`config.mk`:
```
export PLATFORM = sky130hd
export DESIGN_NAME = mux_b_t_s_ctrl
export DESIGN_NICKNAME = d
export VERILOG_FILES = /design/src/rtl/mux_b_t_s_pkg.sv /design/src/rtl/mux_b_t_s_ctrl_slot_timer.sv /design/src/rtl/mux_b_t_s_ctrl.sv
export SDC_FILE = /design/constraint.sdc
export NUM_CORES = 1
export LEC_CHECK = 0
export CAP_MARGIN = 20
export CORE_MARGIN = 3
export CORE_UTILIZATION = 55
export CTS_CLUSTER_DIAMETER = 120
export DETAILED_ROUTE_END_ITERATION = 16
export PLACE_DENSITY_LB_ADDON = 0.1
export SETUP_SLACK_MARGIN = 0.02
export SLEW_MARGIN = 20
export SYNTH_ARGS = -nofsm -noshare
export SYNTH_HDL_FRONTEND = slang
export SYNTH_HIERARCHICAL = 1
export SYNTH_SLANG_ARGS = --single-unit
```
`constraint.sdc`:
```
create_clock -name aclk -period 7.1 [get_ports aclk]
set_input_delay 1.42 -clock aclk [delete_from_list [all_inputs] [get_ports aclk]]
set_output_delay 1.42 -clock aclk [all_outputs]
set_load 0.005 [all_outputs]
```
`src/rtl/mux_b_t_s_pkg.sv`:
```
// Shared types and helpers for the binary-to-temporal serializing mux controller.
//   state_e     : controller FSM states
//   hold_level  : select_line level that keeps the mux counter still
//   *_DEF       : default counter geometry used by the controller parameters
package mux_b_t_s_pkg;

  typedef enum logic [2:0] {
    ST_IDLE,
    ST_WAIT,
    ST_EMIT,
    ST_ADV,
    ST_FLUSH,
    ST_DONE
  } state_e;

  localparam int G_DEF     = 16;
  localparam int PW_DEF    = 8;
  localparam int IDX_W_DEF = $clog2(G_DEF);
  localparam int NW_W_DEF  = IDX_W_DEF + 1;

  // Rising builds advance on select_line=0, so they hold at 1; falling builds the reverse.
  function automatic logic hold_level(input bit rising_mode);
    return rising_mode ? 1'b1 : 1'b0;
  endfunction

endpackage

```
`src/rtl/mux_b_t_s_ctrl_slot_timer.sv`:
```
// Loadable down-counter with a zero flag.
//   clk, rst_n : clock, synchronous active-low reset
//   load       : load load_val this cycle (takes priority over counting)
//   load_val   : value loaded; the flag rises load_val cycles after the load
//   zero       : counter currently at zero
module slot_timer #(
  parameter int W = 4
) (
  input  logic         clk,
  input  logic         rst_n,
  input  logic         load,
  input  logic [W-1:0] load_val,
  output logic         zero
);

  logic [W-1:0] cnt_q, cnt_d;

  always_comb begin
    cnt_d = cnt_q;
    if (load) begin
      cnt_d = load_val;
    end else if (cnt_q != '0) begin
      cnt_d = cnt_q - W'(1);
    end
  end

  always_ff @(posedge clk) begin
    if (!rst_n) begin
      cnt_q <= '0;
    end else begin
      cnt_q <= cnt_d;
    end
  end

  assign zero = (cnt_q == '0);

endmodule

```
`src/rtl/mux_b_t_s_ctrl.sv`:
```
// Sequencing controller for the binary-to-temporal serializing mux.
// Emits a frame of num_words words, one per slot, then flushes the mux word
// counter back to 0 so the next frame starts aligned.
//   aclk, grst_n : clock, synchronous active-low reset (shared with the mux)
//   start        : frame request, accepted only in IDLE
//   num_words    : words in the frame, clamped to NUM_INPUTS
//   out_ready    : consumer can accept a new slot (looked at only in WAIT)
//   select_line  : mux select; ADV level advances the mux counter each clock
//   out_valid    : mux output holds word word_idx this cycle
//   word_idx     : mirror of the mux word counter
//   busy         : frame in progress
//   done         : one-cycle pulse at frame end
//   start_err    : one-cycle pulse after a start outside IDLE
module mux_b_t_s_ctrl
  import mux_b_t_s_pkg::*;
#(
  parameter int GAMMA_CYCLE_WIDTH = G_DEF,
  parameter int NUM_INPUTS        = GAMMA_CYCLE_WIDTH,
  parameter int PULSE_WIDTH       = PW_DEF,
  parameter int RISING_MODE       = 1
) (
  input  logic                                 aclk,
  input  logic                                 grst_n,
  input  logic                                 start,
  input  logic [$clog2(NUM_INPUTS):0]          num_words,
  input  logic                                 out_ready,
  output logic                                 select_line,
  output logic                                 out_valid,
  output logic [$clog2(GAMMA_CYCLE_WIDTH)-1:0] word_idx,
  output logic                                 busy,
  output logic                                 done,
  output logic                                 start_err
);

  localparam int G    = GAMMA_CYCLE_WIDTH;
  localparam int IW   = $clog2(G);
  localparam int NWW  = $clog2(NUM_INPUTS) + 1;
  localparam int TMAX = (PULSE_WIDTH > G) ? PULSE_WIDTH : G;
  localparam int TW   = $clog2(TMAX) + 1;

  localparam logic HOLD_L = hold_level(RISING_MODE != 0);
  localparam logic ADV_L  = ~HOLD_L;

  state_e           state_q, state_d;
  logic [NWW-1:0]   nw_q, nw_d;
  logic [NWW-1:0]   slots_q, slots_d;
  logic [NWW-1:0]   nw_clamp;
  logic             select_line_q, select_line_d;
  logic             out_valid_q, out_valid_d;
  logic [IW-1:0]    word_idx_q, word_idx_d;
  logic             busy_q, busy_d;
  logic             done_q, done_d;
  logic             start_err_q, start_err_d;
  logic             timer_load;
  logic [TW-1:0]    timer_val;
  logic             timer_zero;

  always_comb begin
    state_d  = state_q;
    nw_d     = nw_q;
    slots_d  = slots_q;
    nw_clamp = (num_words > NWW'(NUM_INPUTS)) ? NWW'(NUM_INPUTS) : num_words;

    case (state_q)
      ST_IDLE: begin
        if (start) begin
          nw_d    = nw_clamp;
          slots_d = '0;
          state_d = (nw_clamp == '0) ? ST_DONE : ST_WAIT;
        end
      end
      ST_WAIT: begin
        if (out_ready) state_d = ST_EMIT;
      end
      ST_EMIT: begin
        if (timer_zero) state_d = ST_ADV;
      end
      ST_ADV: begin
        slots_d = slots_q + NWW'(1);
        if (slots_d == nw_q) begin
          // A full-length frame already wrapped the counter; nothing to flush.
          state_d = (nw_q < NWW'(G)) ? ST_FLUSH : ST_DONE;
        end else begin
          state_d = ST_WAIT;
        end
      end
      ST_FLUSH: begin
        if (timer_zero) state_d = ST_DONE;
      end
      ST_DONE: begin
        state_d = ST_IDLE;
      end
      default: begin
        state_d = ST_IDLE;
      end
    endcase

    // Outputs are registered, decoded from the state being entered.
    select_line_d = (state_d == ST_ADV || state_d == ST_FLUSH) ? ADV_L : HOLD_L;
    out_valid_d   = (state_d == ST_EMIT);
    busy_d        = (state_d == ST_WAIT) || (state_d == ST_EMIT) ||
                    (state_d == ST_ADV)  || (state_d == ST_FLUSH);
    done_d        = (state_d == ST_DONE);
    start_err_d   = start && (state_q != ST_IDLE);

    // Track the mux counter: it steps on every clock that sees the ADV level.
    word_idx_d = (select_line_q == ADV_L) ? word_idx_q + IW'(1) : word_idx_q;

    // Timer is (re)loaded on entry to EMIT or FLUSH; zero marks the last cycle.
    timer_load = (state_d != state_q) && (state_d == ST_EMIT || state_d == ST_FLUSH);
    timer_val  = (state_d == ST_EMIT) ? TW'(PULSE_WIDTH - 1)
                                      : TW'(G - 1) - TW'(nw_q);
  end

  always_ff @(posedge aclk) begin
    if (!grst_n) begin
      state_q       <= ST_IDLE;
      nw_q          <= '0;
      slots_q       <= '0;
      select_line_q <= HOLD_L;
      out_valid_q   <= 1'b0;
      word_idx_q    <= '0;
      busy_q        <= 1'b0;
      done_q        <= 1'b0;
      start_err_q   <= 1'b0;
    end else begin
      state_q       <= state_d;
      nw_q          <= nw_d;
      slots_q       <= slots_d;
      select_line_q <= select_line_d;
      out_valid_q   <= out_valid_d;
      word_idx_q    <= word_idx_d;
      busy_q        <= busy_d;
      done_q        <= done_d;
      start_err_q   <= start_err_d;
    end
  end

  slot_timer #(
    .W (TW)
  ) u_slot_timer (
    .clk      (aclk),
    .rst_n    (grst_n),
    .load     (timer_load),
    .load_val (timer_val),
    .zero     (timer_zero)
  );

  assign select_line = select_line_q;
  assign out_valid   = out_valid_q;
  assign word_idx    = word_idx_q;
  assign busy        = busy_q;
  assign done        = done_q;
  assign start_err   = start_err_q;

endmodule

```
==> run metrics <==
growth of design area from synthesis to finish=13.7%; cell type with the highest aggregate area in the netlist=dfxtp_1; pin count of the biggest net entering global routing=18; post-route clock period utilization=0.435; required time at the worst-slack endpoint=7390 ps; PostCTS Resize Cnt=0; Clock H-tree levels=1; mean instance size in the synthesized netlist=9.07 sq um; GRT Total Usage=0.189; category of the worst setup path capture point=register; power density over the cells=224 mW/mm^2; upper clock frequency limit=324 MHz; antenna violations before repair=0; clock latency at the later pin of the worst-skew pair=330 ps; die width=57.2 um; number of instances in the synthesized netlist=159; HPWL after detailed placement=2180 um; CTS root buf=clkbuf_4; share of cells above drive strength 1=0.109; wire length of the first global-routing pass=4860 um; diode insertion count for antenna repair=0; share of synthesized registers carrying an async set or reset=0; Top Ports=18; final setup vio count=0; shortest period the worst path allows=3080 ps; Avg WL per Cell=14.3 um; Final Hold Slack=516 ps; element type at the critical path start=input pin; CTS clk-pin slew, worst paths=150 ps; Rel. slew slack=0.624; total global routing overflow=0; area fraction of the dominant cell type after synthesis=0.375; number of max-cap violations=0; Slew Limit Fails=0; flip-flop and latch count after synthesis=27; fraction of the yosys area taken by sequential cells=0.375; data arrival at the endpoint of the critical path=3370 ps; cts bufs inserted=3; nets=188; library cells used by synthesis=48; clock sink count=27; count of standard-cell rows=17; Port-buffer cells=17; maximum fanout along the worst path=13; critical path type=in -> reg; number of failing hold endpoints at the final stage=0; CP peak stage delay=530 ps; CTS tree=done; fill count=206; worst hold path class=reg -> reg; unrepaired setup endpoints after global routing=no; worst vdd ir=0.174 mV; effective utilization at floorplan=0.617; via count=1181; core utilization of the finished layout=0.701; crit-path cells=clkdlybuf4s50_1 > nand2_1 > nor3_2 > o31a_2 > or4_1 > nand3_1; initial DRC count=20; wirelength, routed=2900 um; maximum clock skew at final layout=6.15 ps; drt via density=5.82; number of remaining DRC errors=0; number of buffers inserted by hold repair at cts=0; number of warnings printed during yosys synthesis=6; Vert. Die Dim=57.2 um; syn nets=171; Total Neg Setup Slack=0 ps; core area=0.00234 sq mm; slowest CP cell=or4_1; area of the mapped netlist=0.00144 sq mm; number of flops mapped to enable cells by yosys=0; number of nets with antenna violations after detailed routing=0; area of the die=0.00327 sq mm; cell types occupying the most area after synthesis=dfxtp_1 (37%), nor2_1 (5.5%), a21oi_1 (3.8%); most frequently used flop master after synthesis=dfxtp_1; 1st-pass router iterations=4; maximum buffer depth of the clock tree=2; most numerous cell types in the synthesized netlist=dfxtp_1 (27), nor2_1 (21), nand2_1 (14), a21oi_1 (11), nand3_1 (10); leading cell type by number of instances after synthesis=dfxtp_1; placer congestion estimate=0.813; Least-Margin Pin Slew=563 ps; via count of the first global-routing pass=1078; setup repair bufs after CTS=0; Lkg Pwr=0.623 nW; result of the run=completed
==> power by group <==
group | switching, mW | total [mW] | internal (mW)
Combinational | 0.0577 | 0.111 | 0.0537
Sequential | 0.0197 | 0.188 | 0.168
Clock | 0.0472 | 0.0688 | 0.0216
==> flip-flops by register name, summed over array words and instances, names as in the netlist <==
signal,cells
busy,1
done,1
out_valid,1
nw_q,5
start_err,1
u_slot_timer/cnt_q,5
state_q,3
select_line,1
word_idx,4
slots_q,5
==> metrics by stage <==
stage / setup slack [ps] / instances / area, sq um / power [mW]
4_1_cts: 4040 / 203 / 1640 / 0.368
5_1_grt: 3880 / 203 / 1640 / 0.389
6_report: 4020 / 203 / 1640 / 0.368
3_3_place_gp: 3710 / 199 / 1610 / 0.297
3_5_place_dp: 3690 / 199 / 1610 / 0.300
2_1_floorplan: 4260 / 159 / 1440 / 0.273
==> cell usage in the layout (no fill, tap or decap), drive strengths merged, types with 2 or more instances in the layout <==
master and n:
xor2 5, xnor2 7, nor4b 4, nor2 22
clkdlybuf4s50 17, mux2 2, nor3b 4, o21ai 2
o311ai 2, nand2 15, inv 6, nand3 10
a21oi 11, nor2b 3, clkbuf 3, dfxtp 27
nor3 6, and2 4, nand4 3, mux2i 2
or4 2, ha 3
==> per-layer routing <==
| metal | vias up | GRT usage | wire [um] |
|---|---|---|---|
| met5 | - | 0 | 0 |
| met4 | 0 | 0.109 | 74 |
| met3 | 6 | 0.0226 | 122 |
| met2 | 28 | 0.285 | 1340 |
| met1 | 561 | 0.259 | 1350 |
| li1 | 586 | - | - |
==> final cells by class <==
type / instances / area (sq um) / share of cell area
inverter: 7 / 26.3 / 0.0160
clock buffer: 3 / 22.5 / 0.0137
sequential: 27 / 541 / 0.330
multi-input combinational: 120 / 838 / 0.511
tap: 28 / 35.0 / 0.0214
timing repair buffer: 17 / 170 / 0.104
clock inverter: 1 / 7.51 / 0.00458
==> path summary, 6_finish.rpt <==
kind                         startpoint               endpoint  slack (ps)  cells after the start
hold / removal               slots_q[1]             slots_q[1]         520                      2
hold reg to reg              slots_q[1]             slots_q[1]         520                      2
setup reg to reg  u_slot_timer/cnt_q[0]  u_slot_timer/cnt_q[1]        4640                      9
setup / recovery                  start  u_slot_timer/cnt_q[1]        4020                      6
==> worst max-delay path, delay by kind of cell <==
kind                   cells  cell delay [ps]
AOI/OAI and AO/OA          1              410
buffers and inverters      1              440
and+or+nand+nor            4             1090
==> cells by family (layout without fill, tap and decap cells) <==
logic type / count (synthesis) / after routing / synth area share
AND/OR/NAND/NOR: 78 / 78 / 0.324
buffers and inverters: 12 / 28 / 0.0442
AO/OA/AOI/OAI: 22 / 22 / 0.107
adder cells (fa/ha/maj): 3 / 3 / 0.0260
XOR/XNOR: 13 / 13 / 0.0945
multiplexers: 4 / 4 / 0.0295
flip-flops: 27 / 27 / 0.375
(Power assumes the default switching activity.)
